<file path="src/rtl/bsg_down_rx_pkg.sv">
// Shared defaults and width derivations for the down-link receive buffer.
package bsg_down_rx_pkg;

    localparam int unsigned IO_W_DEF      = 8;
    localparam int unsigned PACK_DEF      = 2;
    localparam int unsigned DEPTH_DEF     = 64;
    localparam int unsigned CORE_PACK_DEF = 2;
    localparam int unsigned TOKEN_DEC_DEF = 4;

    // Address width into the word storage.
    function automatic int unsigned addr_w(input int unsigned depth);
        return $clog2(depth);
    endfunction

    // Pointers carry one extra wrap bit to tell full from empty.
    function automatic int unsigned ptr_w(input int unsigned depth);
        return $clog2(depth) + 1;
    endfunction

    // Gather beat counter width; never narrower than one bit.
    function automatic int unsigned cnt_w(input int unsigned pack);
        return (pack <= 1) ? 1 : $clog2(pack);
    endfunction

    // Token accumulator must hold up to 2*TOKEN_DEC-1 before wrapping back.
    function automatic int unsigned tok_w(input int unsigned token_dec);
        return $clog2(token_dec) + 1;
    endfunction

endpackage

</file>
<file path="src/rtl/bsg_down_rx_gather.sv">
// Packs PACK io beats into one buffer word, first beat in the lowest bits.
module bsg_down_rx_gather
    import bsg_down_rx_pkg::*;
#(
    parameter int unsigned IO_W = IO_W_DEF,
    parameter int unsigned PACK = PACK_DEF
) (
    input  logic                 clk,
    input  logic                 rst,
    input  logic                 io_valid_in,
    input  logic [IO_W-1:0]      io_data_in,
    output logic [IO_W*PACK-1:0] word,
    output logic                 word_valid
);

    localparam int unsigned CW     = cnt_w(PACK);
    localparam int unsigned WORD_W = IO_W * PACK;

    logic [CW-1:0]     beat_cnt;
    logic [WORD_W-1:0] partial;
    logic              last_beat;

    assign last_beat  = (beat_cnt == CW'(PACK - 1));
    assign word_valid = io_valid_in && last_beat && !rst;

    // The completed word includes the beat arriving this cycle.
    always_comb begin
        word = partial;
        for (int unsigned k = 0; k < PACK; k++) begin
            if (beat_cnt == CW'(k)) begin
                word[k*IO_W +: IO_W] = io_data_in;
            end
        end
    end

    always_ff @(posedge clk) begin
        if (rst) begin
            beat_cnt <= '0;
            partial  <= '0;
        end else if (io_valid_in) begin
            if (last_beat) begin
                beat_cnt <= '0;
                partial  <= '0;
            end else begin
                beat_cnt <= beat_cnt + 1'b1;
                partial  <= word;
            end
        end
    end

endmodule

</file>
<file path="src/rtl/bsg_down_rx_buffer.sv">
// Down-link receive buffer: gathers io beats into words, queues them, hands
// CORE_PACK words per core beat and returns credit tokens as space frees up.
module bsg_down_rx_buffer
    import bsg_down_rx_pkg::*;
#(
    parameter int unsigned IO_W      = IO_W_DEF,
    parameter int unsigned PACK      = PACK_DEF,
    parameter int unsigned DEPTH     = DEPTH_DEF,
    parameter int unsigned CORE_PACK = CORE_PACK_DEF,
    parameter int unsigned TOKEN_DEC = TOKEN_DEC_DEF
) (
    input  logic                           clk,
    input  logic                           rst,
    input  logic                           io_valid_in,
    input  logic [IO_W-1:0]                io_data_in,
    input  logic                           core_ready,
    input  logic                           overflow_clr,
    output logic                           core_valid_out,
    output logic [IO_W*PACK*CORE_PACK-1:0] core_data_out,
    output logic                           io_token_out,
    output logic                           full,
    output logic                           empty,
    output logic [ptr_w(DEPTH)-1:0]        count,
    output logic                           overflow
);

    localparam int unsigned WORD_W = IO_W * PACK;
    localparam int unsigned AW     = addr_w(DEPTH);
    localparam int unsigned TW     = tok_w(TOKEN_DEC);

    logic [WORD_W-1:0] mem [DEPTH];
    logic [AW:0]       wptr;
    logic [AW:0]       rptr;
    logic [WORD_W-1:0] word;
    logic              word_valid;
    logic              wr_en;
    logic              drop;
    logic              deq;
    logic [TW-1:0]     tok_cnt;
    logic [TW-1:0]     tok_sum;
    logic              tok_hit;

    bsg_down_rx_gather #(
        .IO_W (IO_W),
        .PACK (PACK)
    ) gather (
        .clk         (clk),
        .rst         (rst),
        .io_valid_in (io_valid_in),
        .io_data_in  (io_data_in),
        .word        (word),
        .word_valid  (word_valid)
    );

    // Status comes from start-of-cycle pointers, so a dequeue never rescues
    // a word that arrives while full.
    assign count          = wptr - rptr;
    assign empty          = (wptr == rptr);
    assign full           = (wptr[AW] != rptr[AW]) && (wptr[AW-1:0] == rptr[AW-1:0]);
    assign core_valid_out = (count >= (AW+1)'(CORE_PACK));

    assign wr_en = word_valid && !full;
    assign drop  = word_valid && full;
    assign deq   = core_valid_out && core_ready;

    assign tok_sum = tok_cnt + TW'(CORE_PACK);
    assign tok_hit = (tok_sum >= TW'(TOKEN_DEC));

    always_comb begin
        core_data_out = '0;
        if (core_valid_out) begin
            for (int unsigned i = 0; i < CORE_PACK; i++) begin
                core_data_out[i*WORD_W +: WORD_W] = mem[rptr[AW-1:0] + AW'(i)];
            end
        end
    end

    // Storage is deliberately left out of reset.
    always_ff @(posedge clk) begin
        if (wr_en) begin
            mem[wptr[AW-1:0]] <= word;
        end
    end

    always_ff @(posedge clk) begin
        if (rst) begin
            wptr <= '0;
            rptr <= '0;
        end else begin
            if (wr_en) begin
                wptr <= wptr + 1'b1;
            end
            if (deq) begin
                rptr <= rptr + (AW+1)'(CORE_PACK);
            end
        end
    end

    always_ff @(posedge clk) begin
        if (rst) begin
            overflow <= 1'b0;
        end else if (drop) begin
            overflow <= 1'b1;
        end else if (overflow_clr) begin
            overflow <= 1'b0;
        end
    end

    always_ff @(posedge clk) begin
        if (rst) begin
            tok_cnt      <= '0;
            io_token_out <= 1'b0;
        end else begin
            io_token_out <= deq && tok_hit;
            if (deq) begin
                tok_cnt <= tok_hit ? (tok_sum - TW'(TOKEN_DEC)) : tok_sum;
            end
        end
    end

endmodule

</file>
<file path="config.mk">
export PLATFORM = sky130hd
export DESIGN_NAME = bsg_down_rx_buffer
export DESIGN_NICKNAME = d
export VERILOG_FILES = /design/src/rtl/bsg_down_rx_pkg.sv /design/src/rtl/bsg_down_rx_gather.sv /design/src/rtl/bsg_down_rx_buffer.sv
export SDC_FILE = /design/constraint.sdc
export NUM_CORES = 1
export LEC_CHECK = 0
export CORE_UTILIZATION = 46
export DETAILED_ROUTE_END_ITERATION = 12
export SYNTH_ARGS = -nofsm -noshare
export SYNTH_HDL_FRONTEND = slang
export SYNTH_SLANG_ARGS = --single-unit
</file>
<file path="constraint.sdc">
create_clock -name clk -period 3.4 [get_ports clk]
set_clock_uncertainty 0.1 [all_clocks]
set_input_delay 0.51 -clock clk [delete_from_list [all_inputs] [get_ports clk]]
set_output_delay 0.51 -clock clk [all_outputs]
set_load 0.05 [all_outputs]
</file>
======== Yosys cells after proc, flatten, opt, wreduce, memory -nomap -nowiden ========
Memory sizes are Yosys's and may differ from the RTL's. A register that Yosys moved wholly into a read port is not among the register bits.
Index checks and enable logic that the tools add are counted.
cells by class
  add/subtract/negate cells ............... 7
  magnitude comparators ................... 2
  equality and inequality tests ........... 3
  muxes and demuxes ....................... 12
  reductions and logical operators ........ 10
operator list
  cell                                                                count
  two-way mux 32 bit                                                  1
  two-way mux 16 bit                                                  1
  two-way mux 8 bit                                                   2
  two-way mux 6 bit                                                   2
  adder 7 x 1 -> 7 bit (second input constant)                        1
  adder 7 x 2 -> 7 bit (second input constant)                        1
  == test 7 bit                                                       1
  greater-or-equal comparator 7 x 2 -> 1 bit (second input constant)  1
  logical AND 1 bit                                                   7
  subtractor 7 bit                                                    1
  adder 6 x 1 -> 6 bit (second input constant)                        1
  == test 6 bit                                                       1
  two-way mux 1 bit                                                   5
  adder 3 x 2 -> 3 bit (second input constant)                        1
  greater-or-equal comparator 3 bit (second input constant)           1
  two-way mux 3 bit                                                   1
  subtractor 3 bit (second input constant)                            1
  zero test 1 bit                                                     2
  nonzero test 2 bit                                                  1
  adder 1 bit (second input constant)                                 1
  != test 1 bit                                                       1
word-level totals
  flip-flop bits (word level) ............. 36
  memory bits (writable) .................. 1,024
  word-level logic and storage cells ...... 42
  memories ................................ 1
memories
  name  depth  bits a word  rd ports  clocked after memory_dff  wr ports  RTL line                  RTL
  mem   64     16           2         1                         1         bsg_down_rx_buffer.sv:31  logic [WORD_W-1:0] mem [DEPTH];

======== Logic depth before layout (Yosys ltp) ========
  word-level depth ........................ 6
  gate-level depth with buffers ........... 13
  depth with buffers taken out ............ 10

======== Cells and area by module ========
Synthesis repeated with hierarchy kept, for this count alone.
second synthesis, totals
  cell total of the unflattened synthesis .. 1,798
  area total of the unflattened synthesis .. 41,081.9 um^2
by module, submodules not included
  module              instances  cells each  area each (um^2)  sequential area each (um^2)
  bsg_down_rx_buffer  1          1,713       40,248.6          31,189.9
  bsg_down_rx_gather  1          85          833.3             340.3

======== Worst setup path before layout ========
OpenSTA, ideal clock, no wires.
  path type ............................... register to output
  start ................................... register rptr[2]
  end ..................................... output core_data_out[28]
  arrival time ............................ 3.961 ns
  data required time ...................... 2.790 ns
  slack ................................... -1.171 ns
  cell stages (with the launch flop) ...... 14
  buffers on the path ..................... 5
  path through ............................ dfxtp_1 -> clkbuf_1 -> buf_2 -> buf_1 -> inv_1 -> ha_1 -> nand2b_1 -> a21oi_1 -> xor2_1 -> nor4_4 -> and2_1 -> buf_4 -> buf_4 -> a21oi_1
between the ends
  longest elaborated chain between the ends .. 3
  elaborated cells on any way between the ends .. 5
  classes of those cells .................. add/sub: 2; order compare: 1; mux: 1; memory: 1
ends and longest elaborated chain
  element                                     RTL line                  RTL
  start: declaration                          bsg_down_rx_buffer.sv:33  logic [AW:0] rptr;
  start signal: assignment                    bsg_down_rx_buffer.sv:94  rptr <= rptr + (AW+1)'(CORE_PACK);
  subtractor 7 bit                            bsg_down_rx_buffer.sv:57  assign count = wptr - rptr;
  via count[4]                                bsg_down_rx_buffer.sv:23  output logic [ptr_w(DEPTH)-1:0] count,
  greater-or-equal comparator 7 x 2 -> 1 bit  bsg_down_rx_buffer.sv:60  assign core_valid_out = (count >= (AW+1)'(CORE_PACK));
  two-way mux 32 bit                          bsg_down_rx_buffer.sv:71  if (core_valid_out) begin
  end: declaration                            bsg_down_rx_buffer.sv:19  output logic [IO_W*PACK*CORE_PACK-1:0] core_data_out,
The timed path passes the listed nets, and every way through them passes these cells.

==> summary.md <==
| Metric | Value |
|---|---|
| Final Max Tran Viols | 0 |
| GRT Total Usage | 21.9% |
| RSZ-0062 raised after global routing | true |
| Fin util | 55.4% |
| #FFs+latches synth | 1,063 |
| Port Buf Inserts | 56 |
| Mapped Nets | about 1,800 |
| CTS sink cnt | ~1,100 |
| Setup WS pre-CTS | 0.0276 ns |
| Synth Flop Type | edfxtp_1 |
| Mapped Cells | 1,808 |
| Area occupied by multi-input gates | 9990 um^2 |
| Initial DRC Count | 1,865 |
| Row count | around 110 |
| CTS tree | built |
| Pin count of the biggest net entering global routing | 65 |
| Setup slack, reg-to-reg | 0.25 ns |
| Hold Crit Endpoint | overflow |
| Kind of critical path | flip-flop to primary output |
| H-tree levels | 3 |
| Top cell type's share of synthesized area | 74.7% |
| CP most frequent cell | mux4_2 |
| Mean Syn Cell Area | 22.8 um^2 |
| Layout Cells excl Fill | 3,277 |
| Final setup margin | -0.242 ns |
| Worst reg2reg path depth | 7 |
| Post-DP HPWL | 57.5 mm |
| Final min period | 3.64 ns |
| Worst hold-check path type | input port to flip-flop |
| Synth cell count leaders | 1,024 x edfxtp_1, 320 x mux4_2, 103 x nor2_1, 49 x clkbuf_1, 45 x nand2_1 |
| Failing checks | design-rule violations, negative setup slack |
| Slew margin rel. | 8.06% |
| Yosys warnings | 0 |
| Via density per instance | 5.90 |
| Setup TNS | -6.36 ns |
| CTS buffer count | 107 |
| Most frequent cell after synthesis | edfxtp_1 |
| WP buf/inv | 4 |
| Worst Tran Pin Value | 1.38 ns |
| Top Ports | 57 |
| Initial Util | 46.5% |
| Area leader, netlist | edfxtp_1 |
| Antenna Nets Post-Route | 0 |
| Root buffer cell | clkbuf_16 |
| Cell variety after synth | 43 |
| FF/Latch Area | 31,600 um^2 |
| CP max-delay cell | mux4_2 |
| # placed instances | 3,059 |
| Wirelength per Cell | 29.6 um |
| Reg clk slew, reported paths | 0.07 ns |
| Worst setup EP type | primary output |
| Ys async rst share | 0% |
| Hold Buf Count CTS | 0 |
| Vias in the first global route | 19,862 |
| Max FO, Critical Path | 7 |
| Via Count | 19,348 |
| Filler cells | 6,534 |
| Number of remaining DRC errors | 18 |
| Die ar. | just over 90,000 um^2 |
| Final period util | 107% |
| Delay-heaviest family, CP | multiplexers |
| Status | finished, violations left |
| Latest clock arrival within the worst-skew pair | ~0.66 ns |
| Cells on Worst Hold Path | 4 |
| # setup viols final | 33 |
| Worst path cell trace | clkbuf_16 -> buf_16 -> mux4_2 -> mux4_2 -> mux2i_2 -> buf_4 -> nor2_4 -> buf_8 |
| Worst R2R End | mem[20][4] |
| F_max | 275 MHz |
| CORE AREA | between 80,000 and 90,000 um^2 |
| Largest stage delay, worst path | 0.58 ns |
| Nets | 2,052 |
| Die extent in y | 301 um |
| Area delta synth->final | 19.1% |
| Initial antenna violation count | 3 |
| Hold Vio Cnt, Final | 0 |
| P_leak | between 15 and 20 nW |
| Post-synth EDFFs | 1,024 |
| Remaining Overflow, GRT | 0 |
| Power Density | between 600 and 700 nW/um^2 |
| Total of max-cap violations | 0 |
| WP data required | 2.79 ns |
| Reg2reg start | wptr[4] |
| Hold Crit Start | overflow_clr |
| First-pass GRT wire length | 141 mm |
| Arr. time, crit path | 3.03 ns |
| Peak supply drop | ~0.00055 V |
| Gpl congestion | 0.834 |
| CP Launch Type | flip-flop |
| Detailed Route WL | 97.2 mm |
| Deepest clock path buffer count | 3 |
| Die Wd | 301 um |
| Synth Cell Area | 41,200 um^2 |
| Register area share after synthesis | 76.6% |
| Layout cells sized above 1 | about two fifths |
| Area contributors post-synth | edfxtp_1 75%, mux4_2 18%, dfxtp_1 1.9% |
| Pre-antenna DRT Iters | 9 |
==> sequential cells by signal, indices dropped and copies added, names as in the netlist, named ones only <==
name and flops:
io_token_out 1, gather.beat_cnt 1, mem 1024, tok_cnt 2
gather.partial 16, wptr 7, overflow 1, rptr 6
==> logic make-up after synthesis <==
| kind of cell | after synthesis | share of synthesized area (%) |
|---|---|---|
| AO/OA/AOI/OAI | 44 | 0.681 |
| XOR/XNOR | 9 | 0.210 |
| adder cells (fa/ha/maj) | 9 | 0.292 |
| buffers and inverters | 112 | 1.22 |
| flip-flops | 1063 | 76.6 |
| multiplexers | 365 | 18.7 |
| AND/OR/NAND/NOR | 206 | 2.30 |
==> stage by stage <==
step / cell area, um^2 / hold WS (ns) / total power, mW
5_1_grt: 49000 / 0.383 / 34.1
3_3_place_gp: 44700 / 0.338 / 21.2
3_5_place_dp: 44700 / 0.348 / 21.3
2_1_floorplan: 41800 / 0.326 / 19.2
4_1_cts: 48600 / 0.325 / 33.1
6_report: 49000 / 0.360 / 33.1
==> power by group <==
group / total, mW / internal [mW] / switching [mW]
clock: 11.3 / 6.46 / 4.81
sequential: 14.6 / 14.5 / 0.0468
combinational: 7.25 / 3.37 / 3.88
total: 33.1 / 24.3 / 8.73
==> cell type report <==
class / instances / share of cell area [%]
tap: 1165 / 2.97
clock inverter: 66 / 1.15
clock buffer: 123 / 5.63
inverter: 13 / 0.117
sequential: 1063 / 64.4
multi-input combinational: 633 / 20.4
antenna: 2 / 0.0102
timing repair buffer: 212 / 5.36
==> layer usage <==
layer / vias to the layer above / track usage, % / share of wire (%)
met1: 10485 / 32.0 / 43
met4: 2 / 5.99 / 2.0
met2: 673 / 32.9 / 47
li1: 8055 / - / -
met3: 133 / 5.43 / 7.7
met5: - / 0 / 0.013
==> cell usage in the layout, fill, tap and decap left out, drive strengths merged, types with 3 or more instances in the layout <==
| master | count |
|---|---|
| edfxtp | 1024 |
| mux4 | 320 |
| buf | 189 |
| clkbuf | 129 |
| nor2 | 103 |
| clkinv | 51 |
| nand2 | 45 |
| dfxtp | 39 |
| a21oi | 32 |
| mux2 | 26 |
| mux2i | 19 |
| clkdlybuf4s50 | 16 |
| inv | 15 |
| nand2b | 13 |
| nand3b | 12 |
| and2 | 10 |
| bufinv | 9 |
| ha | 8 |
| nor2b | 6 |
| xor2 | 6 |
| nand3 | 5 |
| clkinvlp | 4 |
| o21ai | 3 |
| xnor2 | 3 |
| nor4 | 3 |
==> worst register-to-register path, stage by stage (launching register included) <==
cell and delay [ns]:
dfxtp_2 0.43, ha_2 0.31, buf_4 0.17, and4_1 0.20, and3_1 0.30, nor3_4 0.36
nand2_2 0.37, nor2_4 0.54
==> how the worst max path moves through the flow <==
stage,endpoint,slack (ns),cells past startpoint
6_report,core_data_out[0],-0.24,8
5_1_grt,core_valid_out,-0.31,11
4_1_cts,core_data_out[12],-0.36,13
3_5_place_dp,core_valid_out,0.03,12
3_3_place_gp,core_valid_out,0.10,12
2_1_floorplan,core_valid_out,-0.005,13
==> timing repair <==
action / CTS / global route
gates cloned: 7 / 6
endpoints found under the setup margin: 34 / 114
buffers inserted: 13 / 3
pin swaps: 15 / 10
resized for setup: 78 / 51
(Power assumes the default switching activity.)
